**src/rtl/uart_pkg.sv**
```systemverilog
// Shared types and constants for the UART receive path.
// UART_RX_PARITY_EN adds the PARITY state to the FSM encoding.
package uart_pkg;

  localparam int unsigned DATA_BITS = 8;

`ifdef UART_RX_PARITY_EN
  typedef enum logic [2:0] {
    StIdle,
    StStart,
    StData,
    StParity,
    StStop
  } uart_rx_state_t;
`else
  typedef enum logic [2:0] {
    StIdle,
    StStart,
    StData,
    StStop
  } uart_rx_state_t;
`endif

  function automatic int unsigned calc_clks_per_bit(input int unsigned clk_freq,
                                                    input int unsigned baud_rate);
    return clk_freq / baud_rate;
  endfunction

endpackage

```
**src/rtl/uart_rx_if.sv**
```systemverilog
// Receive-side byte stream: valid/ready handshake plus status and error pulses.
interface uart_rx_if;
  import uart_pkg::*;

  logic [DATA_BITS-1:0] rx_data;
  logic                 rx_valid;
  logic                 rx_ready;
  logic                 rx_busy;
  logic                 frame_err;
  logic                 parity_err;
  logic                 overrun;

  modport master (
    output rx_data,
    output rx_valid,
    input  rx_ready,
    output rx_busy,
    output frame_err,
    output parity_err,
    output overrun
  );

  modport slave (
    input  rx_data,
    input  rx_valid,
    output rx_ready,
    input  rx_busy,
    input  frame_err,
    input  parity_err,
    input  overrun
  );
endinterface

```
**src/rtl/uart_rx_baud_cnt.sv**
```systemverilog
// Per-bit baud counter: ticks at the full or half bit period and restarts on each tick.
module uart_rx_baud_cnt #(
  parameter int unsigned CLKS_PER_BIT = 16
) (
  input  logic clk,
  input  logic rst_n,
  input  logic clear,
  input  logic half,
  output logic tick
);

  localparam int unsigned CNT_W = $clog2(CLKS_PER_BIT);
  localparam logic [CNT_W-1:0] FULL_TC = CNT_W'(CLKS_PER_BIT - 1);
  localparam logic [CNT_W-1:0] HALF_TC = CNT_W'(CLKS_PER_BIT / 2 - 1);

  logic [CNT_W-1:0] cnt_q, cnt_d;

  assign tick = !clear && (cnt_q == (half ? HALF_TC : FULL_TC));

  always_comb begin
    cnt_d = cnt_q + CNT_W'(1);
    if (clear || tick) cnt_d = '0;
  end

  always_ff @(posedge clk or negedge rst_n) begin
    if (!rst_n) cnt_q <= '0;
    else        cnt_q <= cnt_d;
  end

endmodule

```
**src/rtl/uart_rx.sv**
```systemverilog
// UART receiver: 8N1 (8E1 when UART_RX_PARITY_EN is defined), mid-bit sampling,
// one-byte holding register on a valid/ready interface, single-cycle error pulses.
module uart_rx
  import uart_pkg::*;
#(
  parameter int unsigned CLK_FREQ  = 50_000_000,
  parameter int unsigned BAUD_RATE = 115_200
) (
  input  logic       clk,
  input  logic       rst_n,
  input  logic       rx_serial,
  uart_rx_if.master  rx
);

  localparam int unsigned CLKS_PER_BIT = calc_clks_per_bit(CLK_FREQ, BAUD_RATE);

  if (CLKS_PER_BIT < 4) begin : g_bad_baud
    $error("uart_rx: CLKS_PER_BIT must be >= 4");
  end

  uart_rx_state_t       state_q, state_d;
  logic [1:0]           sync_q;
  logic                 prev_q;
  logic [2:0]           idx_q, idx_d;
  logic [DATA_BITS-1:0] shift_q, shift_d;
  logic [DATA_BITS-1:0] data_q, data_d;
  logic                 valid_q, valid_d;
  logic                 fe_q, fe_d;
  logic                 ov_q, ov_d;
  logic                 line, fall, tick;

  assign line = sync_q[1];
  assign fall = prev_q && !line;

  // Synchronizer and edge-detect flops reset to the idle-high line level.
  always_ff @(posedge clk or negedge rst_n) begin
    if (!rst_n) begin
      sync_q <= 2'b11;
      prev_q <= 1'b1;
    end else begin
      sync_q <= {sync_q[0], rx_serial};
      prev_q <= line;
    end
  end

  uart_rx_baud_cnt #(
    .CLKS_PER_BIT(CLKS_PER_BIT)
  ) u_baud_cnt (
    .clk  (clk),
    .rst_n(rst_n),
    .clear(state_q == StIdle),
    .half (state_q == StStart),
    .tick (tick)
  );

`ifdef UART_RX_PARITY_EN
  logic par_bad_q, par_bad_d, pe_q, pe_d;
`endif

  always_comb begin
    state_d = state_q;
    idx_d   = idx_q;
    shift_d = shift_q;
    data_d  = data_q;
    valid_d = valid_q;
    fe_d    = 1'b0;
    ov_d    = 1'b0;
`ifdef UART_RX_PARITY_EN
    par_bad_d = par_bad_q;
    pe_d      = 1'b0;
`endif
    if (valid_q && rx.rx_ready) valid_d = 1'b0;

    unique case (state_q)
      StIdle: begin
        if (fall) state_d = StStart;
      end
      StStart: begin
        if (tick) begin
          idx_d   = '0;
          state_d = line ? StIdle : StData;
        end
      end
      StData: begin
        if (tick) begin
          shift_d = {line, shift_q[DATA_BITS-1:1]};
          idx_d   = idx_q + 3'd1;
          if (idx_q == 3'd7) begin
`ifdef UART_RX_PARITY_EN
            state_d = StParity;
`else
            state_d = StStop;
`endif
          end
        end
      end
`ifdef UART_RX_PARITY_EN
      StParity: begin
        if (tick) begin
          par_bad_d = line ^ (^shift_q);
          state_d   = StStop;
        end
      end
`endif
      StStop: begin
        if (tick) begin
          state_d = StIdle;
          if (!line) begin
            fe_d = 1'b1;
`ifdef UART_RX_PARITY_EN
          end else if (par_bad_q) begin
            pe_d = 1'b1;
`endif
          end else if (!valid_q || rx.rx_ready) begin
            // A load wins over a same-cycle accept.
            data_d  = shift_q;
            valid_d = 1'b1;
          end else begin
            ov_d = 1'b1;
          end
        end
      end
      default: state_d = StIdle;
    endcase
  end

  always_ff @(posedge clk or negedge rst_n) begin
    if (!rst_n) begin
      state_q <= StIdle;
      idx_q   <= '0;
      shift_q <= '0;
      data_q  <= '0;
      valid_q <= 1'b0;
      fe_q    <= 1'b0;
      ov_q    <= 1'b0;
    end else begin
      state_q <= state_d;
      idx_q   <= idx_d;
      shift_q <= shift_d;
      data_q  <= data_d;
      valid_q <= valid_d;
      fe_q    <= fe_d;
      ov_q    <= ov_d;
    end
  end

`ifdef UART_RX_PARITY_EN
  always_ff @(posedge clk or negedge rst_n) begin
    if (!rst_n) begin
      par_bad_q <= 1'b0;
      pe_q      <= 1'b0;
    end else begin
      par_bad_q <= par_bad_d;
      pe_q      <= pe_d;
    end
  end
  assign rx.parity_err = pe_q;
`else
  assign rx.parity_err = 1'b0;
`endif

  assign rx.rx_data   = data_q;
  assign rx.rx_valid  = valid_q;
  assign rx.rx_busy   = (state_q != StIdle);
  assign rx.frame_err = fe_q;
  assign rx.overrun   = ov_q;

endmodule

```
**src/flat_wrapper.sv**
```systemverilog
// flat-port wrapper written by rule: the top's interface ports become plain ports
module uart_rx_flat import uart_pkg::*;
#(
  parameter int unsigned CLK_FREQ  = 50_000_000,
  parameter int unsigned BAUD_RATE = 115_200
)
  (clk, rst_n, rx_serial, rx_rx_data, rx_rx_valid, rx_rx_ready, rx_rx_busy, rx_frame_err, rx_parity_err, rx_overrun);
  uart_rx_if rx_i ();
  input  logic clk;
  input  logic rst_n;
  input  logic rx_serial;
  output wire logic [$bits(rx_i.rx_data)-1:0] rx_rx_data;
  output wire logic [$bits(rx_i.rx_valid)-1:0] rx_rx_valid;
  input wire logic [$bits(rx_i.rx_ready)-1:0] rx_rx_ready;
  output wire logic [$bits(rx_i.rx_busy)-1:0] rx_rx_busy;
  output wire logic [$bits(rx_i.frame_err)-1:0] rx_frame_err;
  output wire logic [$bits(rx_i.parity_err)-1:0] rx_parity_err;
  output wire logic [$bits(rx_i.overrun)-1:0] rx_overrun;
  assign rx_rx_data = rx_i.rx_data;
  assign rx_rx_valid = rx_i.rx_valid;
  assign rx_i.rx_ready = rx_rx_ready;
  assign rx_rx_busy = rx_i.rx_busy;
  assign rx_frame_err = rx_i.frame_err;
  assign rx_parity_err = rx_i.parity_err;
  assign rx_overrun = rx_i.overrun;
  uart_rx #(.CLK_FREQ(CLK_FREQ), .BAUD_RATE(BAUD_RATE)) u_core (.clk(clk), .rst_n(rst_n), .rx_serial(rx_serial), .rx(rx_i));
endmodule
```
**config.mk**
```make
export PLATFORM = sky130hd
export DESIGN_NAME = uart_rx_flat
export DESIGN_NICKNAME = d
export VERILOG_FILES = /design/src/rtl/uart_pkg.sv /design/src/rtl/uart_rx_if.sv /design/src/rtl/uart_rx_baud_cnt.sv /design/src/rtl/uart_rx.sv /design/src/flat_wrapper.sv
export SDC_FILE = /design/constraint.sdc
export NUM_CORES = 1
export LEC_CHECK = 0
export BUFFER_PORTS_ARGS = -buffer_cell sky130_fd_sc_hd__buf_4
export CORE_MARGIN = 2
export CORE_UTILIZATION = 49
export CTS_CLUSTER_SIZE = 14
export DETAILED_ROUTE_END_ITERATION = 12
export PLACE_DENSITY = 0.74
export REMOVE_ABC_BUFFERS = 1
export SLEW_MARGIN = 5
export SYNTH_ARGS = -nofsm -noshare
export SYNTH_HDL_FRONTEND = slang
export SYNTH_HIERARCHICAL = 1
export SYNTH_SLANG_ARGS = --single-unit
```
**constraint.sdc**
```tcl
create_clock -name clk -period 2.9 [get_ports clk]
set_clock_uncertainty 0.2 [all_clocks]
set_input_delay 0.145 -clock clk [delete_from_list [all_inputs] [get_ports clk]]
set_output_delay 0.145 -clock clk [all_outputs]
set_load 0.02 [all_outputs]
```
== Word-level counts from Yosys, hierarchy flattened ==
Cells that the tools add are included.

* Logic and storage cells: 60
* Memories kept: 0
* Memory bits (read-only): 0
* Bits in latches: 0
* Output and inout port bits: 13
* RAM bits: 0
* Input bits: 4
* Bits in registers: 37

* Equality and inequality tests: 10
* Shift-type cells: 0
* Reductions and logical operators: 15
* Mux-type cells: 23
* $add $sub $neg: 2
* Divide/modulo/power cells: 0
* $lt $le $gt $ge: 0
* Bitwise operators: 0
* $mul: 0

{| class="wikitable"
|+ Operators by type and width
! kind !! number
|-
| $mux 3 || 6
|-
| $mux 9 || 2
|-
| $mux 1 || 12
|-
| $pmux 3 s4 || 1
|-
| $add 9x1->9 const B || 1
|-
| $eq 9x9->1 || 1
|-
| $eq 3x2->1 const B || 2
|-
| $ne 2x1->1 const B || 3
|-
| $pmux 3 s2 || 1
|-
| $reduce_and 5->1 || 1
|-
| $ne 2x2->1 const B || 2
|-
| $reduce_and 4->1 || 1
|-
| $add 3x1->3 const B || 1
|-
| $eq 3x1->1 const B || 1
|-
| $eq 3x3->1 const B || 1
|-
| $logic_and 1x1->1 || 3
|-
| $logic_not 1->1 || 3
|-
| $logic_not 3->1 || 1
|-
| $reduce_and 3->1 || 1
|-
| $reduce_bool 3->1 || 1
|-
| $logic_or 1x1->1 || 2
|-
| $mux 2 || 1
|-
| $reduce_and 2->1 || 1
|-
| $reduce_bool 2->1 || 1
|}

== Logic depth before layout (Yosys ltp) ==
* Depth after elaboration: 6
* Gate-level depth with buffers: 9
* Depth with buffers taken out: 7

== Cells and area by module ==
The synthesis kept the hierarchy.

{| class="wikitable"
|+ By module, submodules not included
! module !! area an instance (µm²) !! cells an instance !! seq. area each (µm²) !! instances
|-
| uart_rx || 1169.9 || 75 || 679.4 || 1
|-
| uart_rx_baud_cnt || 531.8 || 48 || 225.2 || 1
|}

== Worst setup path after synthesis ==
OpenSTA, ideal clock, no wires.

* Kind: register -> register
* From: register u_core.state_q[0]
* To: register u_core.data_q[0] (netlist: u_core/rx.rx_data[0])
* Path buffers: 2
* Setup time: 0.125 ns
* Data arrival time: 2.140 ns
* Cell stages (with the launch flop): 10
* Period minus slack after synthesis: 2.465 ns
* Data required time: 2.575 ns
* Slack: 0.435 ns
* Path through: dfrtp_1 > buf_6 > nor2b_1 > nand4bb_1 > o22ai_4 > and3b_1 > nand4_2 > nor2b_2 > buf_6 > mux2_4

* Word-level cells in the longest chain between the ends: 5
* Elaborated cells between the ends (all ways): 8
* Those cells by class: 3 x eq/ne; 1 x mux; 4 x reduce/logical

{| class="wikitable"
|+ RTL lines
! element !! RTL line !! text
|-
| start, declared || uart_rx.sv:21 || <nowiki>uart_rx_state_t state_q, state_d;</nowiki>
|-
| start signal, assigned || uart_rx.sv:129 || <nowiki>state_q <= StIdle;</nowiki>
|-
| start signal, assigned || uart_rx.sv:137 || <nowiki>state_q <= state_d;</nowiki>
|-
| $eq 3x1->1 || uart_rx.sv:52 || <nowiki>.half (state_q == StStart),</nowiki>
|-
| $mux 9 || uart_rx_baud_cnt.sv:18 || <nowiki>assign tick = !clear && (cnt_q == (half ? HALF_TC : FULL_TC));</nowiki>
|-
| $eq 9x9->1 || uart_rx_baud_cnt.sv:18 ||
|-
| $logic_and 1x1->1 (*) || uart_rx_baud_cnt.sv:18 ||
|-
| named net u_core.tick || uart_rx.sv:30 || <nowiki>logic line, fall, tick;</nowiki>
|-
| $reduce_and 4->1 (no source line) (*) || -- ||
|-
| end signal, assigned || uart_rx.sv:140 || <nowiki>data_q <= data_d;</nowiki>
|-
| end, declared || uart_rx.sv:26 || <nowiki>logic [DATA_BITS-1:0] data_q, data_d;</nowiki>
|}

Mark *: on every way through the listed nets, which the timed path passes. The rest lies on a longest branch.
A chain may end at the register's enable or synchronous reset.

== Worst setup path in the final report ==
* From: register u_core.state_q[0]
* To: register u_core.data_q[1] (netlist: u_core/rx.rx_data[1])

Same word-level chain as after synthesis.

==> results_dict.tcl <==
set metrics [dict create \
    startpoint_type "register" \
    cellLeakagePower_nw 0.935 \
    via_count 1033 \
    place.port_buffers 15 \
    cts_setup_buffers 0 \
    synth-async-reset-ratio_pct 100 \
    ys.flop_type "dfrtp_1" \
    drt_iter0_drc 47 \
    die_area_sq_mm 0.00396 \
    grt_pass1_wl_mm 4.71 \
    setup_tns_ns 0 \
    yosysMostFrequentCell "dfrtp_1" \
    crit_slowest_cell "dfrtp_1" \
    avgSynthCellArea_sq_um 13.8 \
    row_count 21 \
    ys_top_cells_by_count "dfrtp_1 (33), mux2_4 (16), nand2_1 (7), a22o_1 (5), o21ai_0 (5)" \
    yosys.area.top_type "dfrtp_1" \
    synth_cell_types 38 \
    antenna_found_initial 0 \
    period_share_pct 88.0 \
    gr-total-overflow 0 \
    grt_pass1_vias 1037 \
    critPathRequiredTime_ns 2.92 \
    slowest_delay_ns 0.51 \
    wl_mm 2.76 \
    crit_fanout 10 \
    layout-drive-gt1-share_pct 38.1 \
    nNetsFinal 153 \
    status "complete, no violations" \
    min_path_type "in2async" \
    htree_levels 2 \
    cts-buffers-inserted 5 \
    io_pins 17 \
    dp_hpwl_mm 1.95 \
    start_util_pct 51.0 \
    crit_path_cell_trace "nor2b_1 -> nand4bb_1 -> o22ai_4 -> and3b_1 -> nand4_2 -> nor2b_2 -> buf_4 -> mux2_4" \
    synth_area_leaders "dfrtp_1 (49%), mux2_4 (14%), dfstp_2 (4.6%), a22o_1 (2.6%), ha_1 (2.2%)" \
    p_per_area_mw_per_mm2 572 \
    clock_latency_ns 0.33 \
    rsz0062_at_grt "false" \
    cp.arrival_ns 2.57 \
    r2r_setup_slack_ns 0.35 \
    setup_viol 0 \
    cts_buffer_depth 2 \
    core_sq_mm 0.00334 \
    yosys_warnings 6 \
    vias_per_cell 5.35 \
    synth_cells 123 \
    synth_seq_cells 36 \
    multi_input_area_sq_um 744 \
    area_growth_pct 15.1 \
    first_pass_iters 4 \
    cts_root_buf "clkbuf_4" \
    routabilityCongestion 0.763 \
    routedWlPerCell_um 14.3 \
    fp.dieH_um 62.9 \
    path_class "reg2reg" \
    drtAntennaViolNets 0 \
    clkSinkCount 36 \
    seq_area_sq_um 905 \
    cts_tree "built" \
    fin_util_pct 58.7 \
    netlist.area_leader.share_pct 48.5 \
    antenna_cells 0 \
    peakVddDrop_mv 0.440 \
    grtUsageTotal_pct 15.7 \
    period_needed_ns 2.55 \
    drv_cap 0 \
    final_hold_viol_count 0 \
    grt_max_degree 37 \
    synth_edf_count 0 \
    critPathCaptureType "register" \
    netlist_area_sq_mm 0.00170 \
    synth-seq-area-share_pct 53.2 \
    drc_errors 0 \
    die_width_um 62.9 \
    fillers 281 \
    clk_pin_slew_ns 0.11 \
    fmax_mhz 392 \
    drv_slew 0 \
]
[worst max-delay path: cells and delay by family (launching register included)]
kind | cells | cell delay, ns
simple gates | 5 | 1.02
flops | 1 | 0.51
mux | 1 | 0.31
compound gates | 1 | 0.20
buf+inv | 1 | 0.20
[through the flow]
step	hold WS [ns]	area, sq um	std cells	setup WS [ns]	total power, mW
4_1_cts	0.0894	1960	193	0.345	1.13
3_3_place_gp	-0.0897	1850	182	0.441	0.778
5_1_grt	0.106	1960	193	0.221	1.19
2_1_floorplan	-0.351	1650	117	0.221	0.738
6_report	0.0874	1960	193	0.348	1.12
3_5_place_dp	-0.0802	1850	182	0.379	0.791
[area by class of cell]
cell class,count,share of cell area (%)
tap,46,2.94
timing repair buffer,22,8.81
sequential,36,46.2
inverter,1,0.192
clock inverter,2,1.79
multi-input combinational,80,38.0
clock buffer,6,2.11
[metal layers]
layer  vias up  part of all wire, %  track usage, %  wire length [um]
met5         -                    0               0                 0
met4         0                  1.1            6.67                30
met3         4                  3.9            4.32               107
met2        22                   49            25.8              1350
met1       507                   46            19.2              1270
li1        500                    -               -                 -
[registers in the layout (all words and copies together), names as in the netlist]
name                     cells
u_core/u_baud_cnt/cnt_q      9
u_core/shift_q               8
u_core/rx.rx_valid           1
u_core/idx_q                 3
u_core/state_q               2
u_core/rx.rx_data            8
u_core/sync_q                2
u_core/prev_q                1
u_core/rx.overrun            1
u_core/rx.frame_err          1
[report_power, final]
group	switching, mW	internal, mW	total [mW]	leakage, nW
Sequential	0.0763	0.551	0.627	0.475
Clock	0.155	0.181	0.336	0.0422
Combinational	0.0772	0.0802	0.157	0.418
Total	0.308	0.811	1.12	0.935
[cells in the final DEF, fill, tap and decap left out, types with 2 or more instances in the layout]
| cell type | instances |
|---|---|
| or3_1 | 4 |
| nor2_1 | 2 |
| a22o_1 | 5 |
| nand2b_1 | 4 |
| a221oi_2 | 2 |
| dfrtp_1 | 33 |
| ha_1 | 3 |
| o21ai_0 | 5 |
| xor2_1 | 2 |
| a211oi_1 | 4 |
| nand3_1 | 3 |
| a221oi_1 | 2 |
| dfstp_2 | 3 |
| nand2_1 | 7 |
| clkbuf_4 | 5 |
| mux2_4 | 16 |
| nand4_2 | 2 |
| dlygate4sd3_1 | 3 |
| nand4bb_1 | 2 |
| buf_4 | 19 |
[worst paths after layout]
check,start,end,cells after the start
setup / recovery,u_core/state_q[0],u_core/rx.rx_data[1],8
hold / removal,rst_n,u_core/rx.rx_data[2],2
setup reg to reg,u_core/state_q[0],u_core/rx.rx_data[1],8
hold reg to reg,u_core/sync_q[0],u_core/sync_q[1],0
max in group asynchronous,rst_n,u_core/sync_q[0],2
min in group clk,u_core/sync_q[0],u_core/sync_q[1],0
[repair_timing]
| item | 4_1_cts | 5_1_grt |
|---|---|---|
| hold buffers | 3 | 0 |
| hold endpoints to repair | 39 | 0 |
| resized for setup | 0 | 0 |
[cells by family (layout without fill, tap and decap cells)]
kind of cell    count (synthesis)  in the layout  share of synthesized area (%)
flops                          36             36                           53.2
other cells                     1              1                          0.220
xor+xnor                        3              3                           1.54
fa+ha+maj                       3              3                           2.21
simple gates                   34             34                           13.9
compound gates                 22             22                           11.1
buf+inv                         7             31                           3.09
mux                            17             17                           14.8
Note: power is estimated with default switching activity, not from simulation.
